File: src/rtl/comb_sched_pkg.sv
// Shared types and constants for the comb_sched round-robin scheduler.
// The state encoding is fixed; the unused code 2'd3 recovers to IDLE.
package comb_sched_pkg;

    localparam int IDW = 2;

    typedef enum logic [1:0] {
        ST_IDLE = 2'd0,
        ST_EVAL = 2'd1,
        ST_HOLD = 2'd2
    } state_t;

endpackage

File: src/rtl/comb_sched_core.sv
// Purely combinational compare/select datapath shared by all requesters.
// All operands and results are unsigned and SIZE bits wide.
module comb_core #(
    parameter int SIZE = 4
) (
    input  logic [SIZE-1:0] s1,
    input  logic [SIZE-1:0] s2,
    input  logic [SIZE-1:0] s3,
    output logic [SIZE-1:0] o1,
    output logic [SIZE-1:0] o2,
    output logic [SIZE-1:0] o3,
    output logic [SIZE-1:0] o4,
    output logic [SIZE-1:0] o5
);

    logic [2:0] lsbs;

    always_comb begin
        lsbs = {s3[0], s2[0], s1[0]};
        o1   = s1;
        o2   = s2;
        o3   = s1;
        o4   = s2;
        o5   = s1;
        if (s1 < s2) begin
            o3 = s2;
            o5 = s3;
            if (lsbs == 3'd1) begin
                o1 = s3;
                o2 = s3;
                o4 = s3;
            end else if (lsbs == 3'd3) begin
                o3 = '0;
                o4 = '0;
            end else begin
                o4 = s1;
            end
        end
    end

endmodule

File: src/rtl/comb_sched.sv
// Round-robin scheduler in front of one shared comb_core: grants a requester,
// latches its operands, evaluates them and holds the tagged result until accepted.
module comb_sched
    import comb_sched_pkg::*;
#(
    parameter int SIZE = 4,
    parameter int NREQ = 2
) (
    input  logic                 clk,
    input  logic                 reset,
    input  logic [NREQ-1:0]      req,
    input  logic [NREQ*SIZE-1:0] src1_in,
    input  logic [NREQ*SIZE-1:0] src2_in,
    input  logic [NREQ*SIZE-1:0] src3_in,
    output logic [NREQ-1:0]      grant,
    output logic                 out_valid,
    input  logic                 out_ready,
    output logic [IDW-1:0]       out_id,
    output logic [SIZE-1:0]      out1,
    output logic [SIZE-1:0]      out2,
    output logic [SIZE-1:0]      out3,
    output logic [SIZE-1:0]      out4,
    output logic [SIZE-1:0]      out5
);

    // Handshake: a result transfers on any cycle where out_valid && out_ready;
    // once out_valid rises, out_id and out1..out5 stay frozen until that cycle.

    state_t           state_q, state_d;
    logic [IDW-1:0]   rr_ptr_q, rr_ptr_d;
    logic [IDW-1:0]   id_q, id_d;
    logic [SIZE-1:0]  s1_q, s1_d, s2_q, s2_d, s3_q, s3_d;
    logic             out_valid_q, out_valid_d;
    logic [IDW-1:0]   out_id_q, out_id_d;
    logic [SIZE-1:0]  out1_q, out1_d, out2_q, out2_d, out3_q, out3_d;
    logic [SIZE-1:0]  out4_q, out4_d, out5_q, out5_d;

    logic [SIZE-1:0]  c1, c2, c3, c4, c5;
    logic             found;
    logic [IDW-1:0]   win;
    int               idx;

    comb_core #(.SIZE(SIZE)) u_core (
        .s1(s1_q), .s2(s2_q), .s3(s3_q),
        .o1(c1), .o2(c2), .o3(c3), .o4(c4), .o5(c5)
    );

    // First active requester at or after rr_ptr, wrapping at NREQ.
    always_comb begin
        found = 1'b0;
        win   = '0;
        idx   = 0;
        for (int i = 0; i < NREQ; i++) begin
            idx = int'(rr_ptr_q) + i;
            if (idx >= NREQ) idx = idx - NREQ;
            if (!found && req[idx]) begin
                found = 1'b1;
                win   = IDW'(idx);
            end
        end
    end

    always_comb begin
        state_d     = state_q;
        rr_ptr_d    = rr_ptr_q;
        id_d        = id_q;
        s1_d        = s1_q;
        s2_d        = s2_q;
        s3_d        = s3_q;
        out_valid_d = out_valid_q;
        out_id_d    = out_id_q;
        out1_d      = out1_q;
        out2_d      = out2_q;
        out3_d      = out3_q;
        out4_d      = out4_q;
        out5_d      = out5_q;
        grant       = '0;
        case (state_q)
            ST_IDLE: begin
                if (found && !reset) begin
                    grant   = NREQ'(1) << win;
                    id_d    = win;
                    s1_d    = src1_in[int'(win)*SIZE +: SIZE];
                    s2_d    = src2_in[int'(win)*SIZE +: SIZE];
                    s3_d    = src3_in[int'(win)*SIZE +: SIZE];
                    state_d = ST_EVAL;
                end
            end
            ST_EVAL: begin
                out1_d      = c1;
                out2_d      = c2;
                out3_d      = c3;
                out4_d      = c4;
                out5_d      = c5;
                out_id_d    = id_q;
                out_valid_d = 1'b1;
                state_d     = ST_HOLD;
            end
            ST_HOLD: begin
                if (out_ready) begin
                    out_valid_d = 1'b0;
                    rr_ptr_d    = (int'(id_q) + 1 >= NREQ) ? '0 : id_q + 1'b1;
                    state_d     = ST_IDLE;
                end
            end
            default: begin
                out_valid_d = 1'b0;
                state_d     = ST_IDLE;
            end
        endcase
    end

    always_ff @(posedge clk) begin
        if (reset) begin
            state_q     <= ST_IDLE;
            rr_ptr_q    <= '0;
            id_q        <= '0;
            s1_q        <= '0;
            s2_q        <= '0;
            s3_q        <= '0;
            out_valid_q <= 1'b0;
            out_id_q    <= '0;
            out1_q      <= '0;
            out2_q      <= '0;
            out3_q      <= '0;
            out4_q      <= '0;
            out5_q      <= '0;
        end else begin
            state_q     <= state_d;
            rr_ptr_q    <= rr_ptr_d;
            id_q        <= id_d;
            s1_q        <= s1_d;
            s2_q        <= s2_d;
            s3_q        <= s3_d;
            out_valid_q <= out_valid_d;
            out_id_q    <= out_id_d;
            out1_q      <= out1_d;
            out2_q      <= out2_d;
            out3_q      <= out3_d;
            out4_q      <= out4_d;
            out5_q      <= out5_d;
        end
    end

    assign out_valid = out_valid_q;
    assign out_id    = out_id_q;
    assign out1      = out1_q;
    assign out2      = out2_q;
    assign out3      = out3_q;
    assign out4      = out4_q;
    assign out5      = out5_q;

endmodule

File: config.mk
export PLATFORM = sky130hd
export DESIGN_NAME = comb_sched
export DESIGN_NICKNAME = d
export VERILOG_FILES = /design/src/rtl/comb_sched_pkg.sv /design/src/rtl/comb_sched_core.sv /design/src/rtl/comb_sched.sv
export SDC_FILE = /design/constraint.sdc
export NUM_CORES = 1
export LEC_CHECK = 0
export CORE_UTILIZATION = 28
export DETAILED_ROUTE_END_ITERATION = 10
export GPL_ROUTABILITY_DRIVEN = 0
export SKIP_LAST_GASP = 1
export SYNTH_ARGS = -nofsm -noshare
export SYNTH_HDL_FRONTEND = slang
export SYNTH_SLANG_ARGS = --single-unit
File: constraint.sdc
create_clock -name clk -period 1.95 [get_ports clk]
set_input_delay 0.195 -clock clk [delete_from_list [all_inputs] [get_ports clk]]
set_output_delay 0.195 -clock clk [all_outputs]
set_load 0.01 [all_outputs]
# --- Yosys cells after proc, flatten, opt, wreduce, memory -nomap -nowiden ---
# Index checks and enable logic that the tools add are counted.
word_totals:
  wordCells: 75
  ff_bits: 41
  output_inout_bits: 25
  inputBits: 29
op_classes:
  add_sub_neg: 5
  n_shift: 4
  n_mux: 31
  n_bitwise: 1
  n_reduce_logical: 9
  order_cmp: 6
  n_eq_ne: 6
op_table:
  columns: ["cell", "n"]
  rows:
  - ["< comparator 32 x 3 -> 1 bit (second input constant)", 2]
  - ["2-to-1 mux 32 bit", 2]
  - ["2-to-1 mux 4 bit", 11]
  - ["indexed part select 8 x 5 -> 4 bit", 3]
  - ["2-to-1 mux 2 bit", 7]
  - ["2-to-1 mux 1 bit", 9]
  - ["AND reduction 2 bit", 4]
  - ["adder 2 x 1 -> 3 bit (second input constant)", 2]
  - ["greater-or-equal comparator 3 x 2 -> 1 bit (second input constant)", 2]
  - ["one-hot mux 2 bit (3 select lines)", 1]
  - ["< comparator 4 bit", 1]
  - ["!= test 2 bit (second input constant)", 2]
  - ["subtractor 3 x 2 -> 4 bit (second input constant)", 1]
  - ["equality test 3 x 1 -> 1 bit (second input constant)", 1]
  - ["equality test 3 x 2 -> 1 bit (second input constant)", 1]
  - ["one-hot mux 1 bit (3 select lines)", 1]
  - ["subtractor 2 x 2 -> 3 bit (second input constant)", 1]
  - ["adder 2 x 1 -> 2 bit (second input constant)", 1]
  - ["equality test 2 x 1 -> 1 bit (second input constant)", 1]
  - ["equality test 2 bit (second input constant)", 1]
  - ["greater-or-equal comparator 2 bit (second input constant)", 1]
  - ["logical AND 1 bit", 2]
  - ["zero test 1 bit", 2]
  - ["zero test 2 bit", 1]
  - ["other kinds (2)", 2]

# --- Logic depth before layout (Yosys ltp) ---
# Gate-level depths: netlist of run 1.
logic_depth:
  word_depth: 12
  depth_mapped: 8
  depth_no_buf: 6

# --- Hierarchy ---
# Synthesis of run 1 repeated with hierarchy kept, for this count alone.
unflattened:
  cells_unflattened: 234
  area_unflattened_um2: 2098.3
by_module_without_submodules:
  columns: ["module", "cells_each", "seq_area_each_um2", "n_inst", "area_per_inst_um2"]
  rows:
  - ["comb_sched", 188, 820.8, 1, 1652.8]
  - ["comb_core", 46, 0.0, 1, 445.4]

# --- Least setup slack after synthesis of run 1 ---
# No wires, ideal clock.
synth_path:
  kind: "reg-to-reg"
  startpoint: "reg s2_q[3]"
  endpoint: "reg out4_q[1], in the netlist out4[1]"
  period_less_slack_ns: 1.663
  stages_incl_launch_ff: 8
  path_slack_ns: 0.287
  setup_ns: 0.062
  path_buffers: 1
  arrival_ns: 1.600
  path_cell_list: "dfxtp_1 inv_1 ha_1 o211ai_1 o21a_1 buf_6 or4_1 nand3_1"
synth_via:
  elab_chain_len: 2
synth_lines:
  columns: ["item", "line_no", "text"]
  rows:
  - ["from (decl)", "comb_sched.sv:32", "logic [SIZE-1:0] s1_q, s1_d, s2_q, s2_d, s3_q, s3_d;"]
  - ["from (signal assigned)", "comb_sched.sv:119", "s2_q <= '0;"]
  - ["from (signal assigned)", "comb_sched.sv:133", "s2_q <= s2_d;"]
  - ["< comparator 4 bit", "comb_sched_core.sv:25", "if (s1 < s2) begin"]
  - ["2-to-1 mux 4 bit", "comb_sched_core.sv:25", null]
  - ["to (signal assigned)", "comb_sched.sv:140", "out4_q <= out4_d;"]
  - ["to (decl)", "comb_sched.sv:36", "logic [SIZE-1:0] out4_q, out4_d, out5_q, out5_d;"]
# No other way between the ends.
# A chain may end at the register's enable or synchronous reset.

# --- Worst setup path in the final report of run 1 ---
layout_path:
  startpoint: "reg s2_q[3]"
  endpoint: "reg out4_q[2], in the netlist out4[2]"
# The elaborated chain is that of the path after synthesis.

==> flow_metrics.py, run 1 <==
metrics = {
    "run_status": {
        "status": "finished, final reports clean",
    },
    "route": {
        "detail_route.first_pass.iterations": 4,
        "route.antenna.remaining_nets": 0,
        "total_number_of_vias": 1915,
        "routed_via_density": 4.73,
        "detail_route.wirelength_um": 4990,
        "post-route-drc-count": 0,
        "detailedRoute.firstIterationViolations": 144,
        "drt-wirelength-per-cell_um": 12.3,
    },
    "worst_setup_path": {
        "end_kind": "flip-flop",
        "start_kind": "flip-flop",
        "arrival_ps": 2030,
        "peak_per_stage_delay_on_the_critical_path_ps": 480,
        "required_ps": 2180,
        "critical_path.top_delay_family": "simple AND/OR/NAND/NOR gates",
        "timing.setup.critical_path_class": "flip-flop to flip-flop",
        "cpMaxStageDelayCell": "sky130_fd_sc_hd__or4_1",
        "path_max_fanout": 19,
        "crit_path_cell_trace": "inv_1, ha_1, o211ai_1, o21a_1, buf_12, or4_1, nand3_1",
        "cp_num_buf_inv": 2,
    },
    "timing": {
        "setup_violations": 0,
        "finalCritPeriodShare": 0.924,
        "max_slew_violations": 0,
        "timing.final.crit_period_ps": 1800,
        "final-hold-violation-count": 0,
        "worst_pin_slew_ps": 510,
        "slew_headroom": 0.660,
        "max_freq_mhz": 555,
        "skew_ps": 3.58,
        "grt_setup_unrepaired": "no",
    },
    "global_route": {
        "grt_pass1_vias": 1784,
        "number_of_antenna_violations_at_the_first_check_in_global_routing": 0,
        "maximum_number_of_pins_on_one_net_before_global_route_repair": 45,
        "grt-ovfl-total": 0,
        "wire_length_of_the_first_global_routing_pass_um": 8560,
        "grt_util_all_layers": 0.143,
    },
    "layout": {
        "post_layout_instance_area_um2": 2830,
        "diodes_inserted": 0,
        "layout-area-overhead-vs-synth_pct": 38.0,
        "layout.nets": 343,
        "layout-drive-gt1-share": 0.0939,
        "fill_cell_count": 713,
        "post-route-util": 0.407,
        "multi_input_comb_area_um2": 1080,
        "register_area_um2": 821,
    },
    "synth": {
        "syn-cell-area_um2": 2050,
        "seq_area_frac_synth": 0.400,
        "ys_warn_count": 0,
        "number_of_nets_in_the_synthesized_netlist": 286,
        "netlist_instances": 252,
        "post_synth_num_cell_types": 37,
        "number_of_flip_flops_and_latches_in_the_synthesized_netlist": 41,
        "postSynthAreaPerCell_um2": 8.13,
    },
    "clocking": {
        "cts_hold_buf": 0,
        "cts-root-to-sink-buffers": 2,
        "ctsHtreeMaxLevel": 2,
        "ctsRootBufferMaster": "sky130_fd_sc_hd__clkbuf_8",
        "post_cts_setup_buffers": 0,
        "cts.sinks": 41,
        "clock_slew_seen_by_the_registers_of_the_worst_setup_and_hold_paths_ps": 70,
        "cts_buffers": 5,
        "cts_tree": "done",
        "worst_skew_pair.late_latency_ps": 290,
    },
    "pwr": {
        "static-leakage-power_nw": 1.05,
        "power_density_nw_per_um2": 723,
        "power.ir.vdd_worst_uv": 267,
    },
    "die": {
        "die_width_um": 87.6,
        "die_area_um2": 7670,
        "die_h_um": 87.6,
        "cell_row_count": 30,
        "pin_count": 54,
        "core_um2": 6940,
        "initial_core_util": 0.295,
    },
    "placement": {
        "placement.cell_area_um2": 2740,
        "hpwl_um": 3810,
        "place.port_buffers": 53,
    },
    "min_path": {
        "timing.hold.worst.class": "flip-flop to flip-flop",
    },
    "flow_run": {
        "drv_cap": 0,
    },
}
## Yosys cell counts
library cell,count,share of area
sky130_fd_sc_hd__and3_1,12,0.037
sky130_fd_sc_hd__buf_4,2,0.0073
sky130_fd_sc_hd__a21oi_1,23,0.056
sky130_fd_sc_hd__nand2b_1,3,0.0092
sky130_fd_sc_hd__or2_0,1,0.0031
sky130_fd_sc_hd__nand2_1,27,0.049
sky130_fd_sc_hd__buf_2,4,0.0098
sky130_fd_sc_hd__nor3_1,3,0.0073
sky130_fd_sc_hd__a211oi_1,8,0.029
sky130_fd_sc_hd__or4_1,3,0.011
sky130_fd_sc_hd__o32ai_1,1,0.0043
sky130_fd_sc_hd__a311oi_1,7,0.030
sky130_fd_sc_hd__nor3b_2,1,0.0061
sky130_fd_sc_hd__nor3_4,1,0.0079
sky130_fd_sc_hd__nor4_1,1,0.0031
sky130_fd_sc_hd__o211ai_1,5,0.018
sky130_fd_sc_hd__buf_1,1,0.0018
sky130_fd_sc_hd__and2_1,4,0.012
sky130_fd_sc_hd__o21a_1,1,0.0037
sky130_fd_sc_hd__clkbuf_1,11,0.020
sky130_fd_sc_hd__o21ai_0,19,0.046
sky130_fd_sc_hd__nand3b_1,4,0.015
sky130_fd_sc_hd__buf_6,4,0.022
sky130_fd_sc_hd__a2111oi_0,1,0.0043
sky130_fd_sc_hd__mux2i_1,1,0.0049
sky130_fd_sc_hd__nor2b_1,2,0.0061
sky130_fd_sc_hd__nor3b_1,3,0.011
sky130_fd_sc_hd__inv_1,7,0.013
sky130_fd_sc_hd__and4b_1,1,0.0049
sky130_fd_sc_hd__or3_4,1,0.0055
sky130_fd_sc_hd__o21bai_1,1,0.0037
sky130_fd_sc_hd__ha_1,5,0.031
sky130_fd_sc_hd__a21boi_0,12,0.044
sky130_fd_sc_hd__nor2_1,23,0.042
sky130_fd_sc_hd__nand3_1,7,0.017
sky130_fd_sc_hd__dfxtp_1,41,0.40
sky130_fd_sc_hd__or2_2,1,0.0031
## layout by cell type, fill, tap and decap left out, drive strengths merged, types with 4 or more instances in the layout
master / Yosys / routed
a211oi: 8 / 8
a21boi: 12 / 12
a21oi: 23 / 23
a311oi: 7 / 7
and2: 4 / 4
and3: 12 / 12
buf: 11 / 19
clkbuf: 11 / 7
clkdlybuf4s50: 0 / 51
dfxtp: 41 / 41
ha: 5 / 5
inv: 7 / 7
nand2: 27 / 27
nand3: 7 / 7
nand3b: 4 / 4
nor2: 23 / 23
nor3: 4 / 4
nor3b: 4 / 4
o211ai: 5 / 5
o21ai: 19 / 19
## per-layer routing
metal  global-route usage  routed length, um
met5                    0                  0
met4               0.0447                 40
met3               0.0396                318
met2                0.222               2220
met1                0.193               2400
## stage by stage
| step | power [mW] | setup TNS, ps | instances | setup slack (ps) | hold WS, ps |
|---|---|---|---|---|---|
| 2_1_floorplan | 1.26 | 0 | 252 | 287 | 411 |
| 3_3_place_gp | 1.51 | -126 | 398 | -109 | 449 |
| 3_5_place_dp | 1.51 | -136 | 398 | -108 | 452 |
| 4_1_cts | 2.06 | 0 | 405 | 146 | 462 |
| 5_1_grt | 2.17 | 0 | 405 | 12.0 | 500 |
| 6_report | 2.04 | 0 | 405 | 149 | 460 |
## worst paths after layout
check	start	to	slack, ps	cells past startpoint
setup / recovery	s2_q[3]	out4[2]	150	7
hold / removal	out_id[0]	out_id[0]	460	2
setup reg to reg	s2_q[3]	out4[2]	150	7
hold reg to reg	out_id[0]	out_id[0]	460	2
## where the power goes
group | internal [mW] | total, mW | switching, mW
registers | 0.900 | 0.939 | 0.0385
clock network | 0.281 | 0.554 | 0.273
logic | 0.286 | 0.551 | 0.265
total | 1.47 | 2.04 | 0.577
## worst min-delay path: cells and delay by family (launching register included)
| kind | cells | cell delay (ps) |
|---|---|---|
| simple gates | 1 | 50 |
| flops | 1 | 310 |
| compound gates | 1 | 50 |
## cell families (layout without fill, tap and decap cells)
logic type | after synthesis | after routing | share of synthesized area
buffers and inverters | 29 | 86 | 0.0739
muxes | 1 | 1 | 0.00488
and+or+nand+nor | 98 | 98 | 0.250
adders and majority gates | 5 | 5 | 0.0305
AOI/OAI and AO/OA | 78 | 78 | 0.240
DFF | 41 | 41 | 0.400
## state kept, by name (all words and copies together) (netlist names), 2 cells and up
signal    count
out1          4
out2          4
out3          4
out4          4
out5          4
s1_q          4
s2_q          4
s3_q          4
id_q          2
out_id        2
rr_ptr_q      2
state_q       2
## area by class of cell
cell class,count,area share
clock buffers,7,0.0305
flip-flops and latches,41,0.290
well taps,96,0.0425
repair buffers,72,0.246
inverters,7,0.00929
multi-input cells,182,0.381
## what timing repair did
item	in CTS	in global routing
pin swaps	0	2
setup endpoints to repair	2	2
resized for setup	2	1
No activity file was read; power rests on OpenSTA's default activity.
==> run 2: changes to the inputs <==
- CORE_ASPECT_RATIO: unset -> 0.8
- CTS_BUF_LIST: unset -> sky130_fd_sc_hd__clkbuf_4 sky130_fd_sc_hd__clkbuf_8 sky130_fd_sc_hd__clkbuf_16
==> flow_metrics.py, run 2 (same netlist as run 1, synthesis figures left out) <==
metrics = {
    "pwr": {
        "power_density_nw_per_um2": 769,
        "static-leakage-power_nw": 1.06,
        "power.ir.vdd_worst_uv": 376,
    },
    "layout": {
        "mostFrequentLayoutCell": "sky130_fd_sc_hd__clkdlybuf4s50_1",
        "layout-drive-gt1-share": 0.100,
        "diodes_inserted": 0,
        "final-instance-count-excl-fill": 397,
        "final_cell_mix": "51 x sky130_fd_sc_hd__clkdlybuf4s50_1, 41 x sky130_fd_sc_hd__dfxtp_1, 27 x sky130_fd_sc_hd__nand2_1",
        "post-route-util": 0.407,
        "post_layout_instance_area_um2": 2850,
        "layout-area-overhead-vs-synth_pct": 39.0,
        "layout.nets": 343,
    },
    "min_path": {
        "timing.hold.worst.class": "flip-flop to flip-flop",
    },
    "die": {
        "core_um2": 6990,
        "die_width_um": 97.7,
        "pin_count": 54,
        "cell_row_count": 27,
        "die_h_um": 78.5,
        "die_area_um2": 7670,
        "initial_core_util": 0.293,
    },
    "timing": {
        "grt_setup_unrepaired": "no",
        "final-hold-violation-count": 0,
        "timing.final.crit_period_ps": 1850,
        "finalCritPeriodShare": 0.949,
        "max_freq_mhz": 541,
        "skew_ps": 10.1,
        "slew_headroom": 0.719,
        "setup_violations": 0,
        "max_slew_violations": 0,
        "worst_pin_slew_ps": 421,
        "timing.setup.tns_ps": 0,
    },
    "worst_setup_path": {
        "critical_path.top_delay_family": "simple AND/OR/NAND/NOR gates",
        "path_max_fanout": 6,
        "timing.setup.critical_path_class": "flip-flop to output pin",
        "arrival_ps": 1650,
        "cpMaxStageDelayCell": "sky130_fd_sc_hd__or3_4",
        "peak_per_stage_delay_on_the_critical_path_ps": 420,
        "start_kind": "flip-flop",
        "required_ps": 1750,
        "end_kind": "output pin",
        "cp_num_buf_inv": 1,
        "crit_path_cell_trace": "or3_4, nor3_4, and2_1, dlygate4sd2_1",
    },
    "route": {
        "post-route-drc-count": 3,
        "route.antenna.remaining_nets": 0,
        "routed_via_density": 4.82,
        "total_number_of_vias": 1915,
        "drt-wirelength-per-cell_um": 12.6,
        "detail_route.first_pass.iterations": 7,
        "detailedRoute.firstIterationViolations": 67,
        "detail_route.wirelength_um": 4980,
    },
    "run_status": {
        "violations": "DRC",
        "status": "finished, violations left",
    },
    "global_route": {
        "global_route.peak_usage_layer": "met1",
        "wire_length_of_the_first_global_routing_pass_um": 8530,
        "grt-ovfl-total": 0,
        "global_route.usage.met3": 0.0338,
        "maximum_number_of_pins_on_one_net_before_global_route_repair": 45,
        "grt_pass1_vias": 1806,
        "gr-usage-met1": 0.202,
        "grt_util_all_layers": 0.139,
        "number_of_antenna_violations_at_the_first_check_in_global_routing": 0,
        "global_routing_met2_resource_utilization": 0.201,
    },
    "clocking": {
        "worst_skew_pair.late_latency_ps": 290,
        "cts.sinks": 41,
        "cts_buffers": 5,
        "ctsRootBufferMaster": "sky130_fd_sc_hd__clkbuf_8",
        "ctsHtreeMaxLevel": 2,
        "clock_slew_seen_by_the_registers_of_the_worst_setup_and_hold_paths_ps": 80,
        "cts_tree": "done",
        "post_cts_setup_buffers": 0,
        "cts-root-to-sink-buffers": 2,
    },
    "placement": {
        "placement.cell_area_um2": 2730,
        "place.port_buffers": 53,
        "hpwl_um": 3870,
        "dpl.cell_count": 389,
    },
    "flow_run": {
        "drv_cap": 0,
    },
}
run 2: area by class of cell:
type                            count  area, um^2
Timing Repair Buffer               72         696
Sequential cell                    41         821
Clock inverter                      2        37.5
Multi-Input combinational cell    182        1080
Inverter                            7        26.3
Clock buffer                        6        82.6
Fill cell                         719        4140
Tap cell                           87         109
run 2: power breakdown:
group          total (mW)  switching (mW)  internal, mW  leakage [nW]
combinational       0.550           0.265         0.285         0.668
sequential          0.942          0.0414         0.900         0.335
clock               0.700           0.284         0.416        0.0574
total                2.19           0.590          1.60          1.06
run 2: timing repair:
item	4_1_cts	5_1_grt
gates resized for setup	2	0
endpoints found under the setup margin	2	0
hold buffers	0	0
run 2: path summary, 6_finish.rpt:
| kind | startpoint | endpoint | slack [ps] | depth (start not counted) |
|---|---|---|---|---|
| max reg2reg | s2_q[1] | out3[0] | 180 | 7 |
| min | out_id[1] | out_id[1] | 460 | 2 |
| min reg2reg | out_id[1] | out_id[1] | 460 | 2 |
| max | state_q[1] | grant[0] | 100 | 4 |
run 2: per-stage QoR:
| step | worst slack [ps] | total power, mW | hold WS, ps |
|---|---|---|---|
| finish | 100 | 2.19 | 455 |
| global route | 14.7 | 2.32 | 485 |
| detailed placement | -145 | 1.51 | 447 |
| floorplan | 287 | 1.26 | 411 |
| CTS | 89.4 | 2.21 | 458 |
| global placement | -169 | 1.51 | 443 |
run 2: worst register-to-register path, cell delays in order, from the launching register on:
cell	delay, ps
sky130_fd_sc_hd__dfxtp_1	330
sky130_fd_sc_hd__inv_1	70
sky130_fd_sc_hd__ha_1	270
sky130_fd_sc_hd__o211ai_1	200
sky130_fd_sc_hd__o21a_1	200
sky130_fd_sc_hd__buf_12	150
sky130_fd_sc_hd__nor3_1	80
sky130_fd_sc_hd__a2111oi_0	360
run 2: per-layer routing:
layer | part of all wire | wire, um | up-vias
li1 | - | - | 1010
met1 | 0.54 | 2690 | 836
met2 | 0.39 | 1940 | 62
met3 | 0.060 | 301 | 7
met4 | 0.011 | 54 | 0
met5 | 0 | 0 | -
==> run 3: changes to the inputs <==
- SKIP_LAST_GASP: 1 -> unset
==> results of run 3 <==
The final DEF is identical to that of run 2; final timing and power are the same.
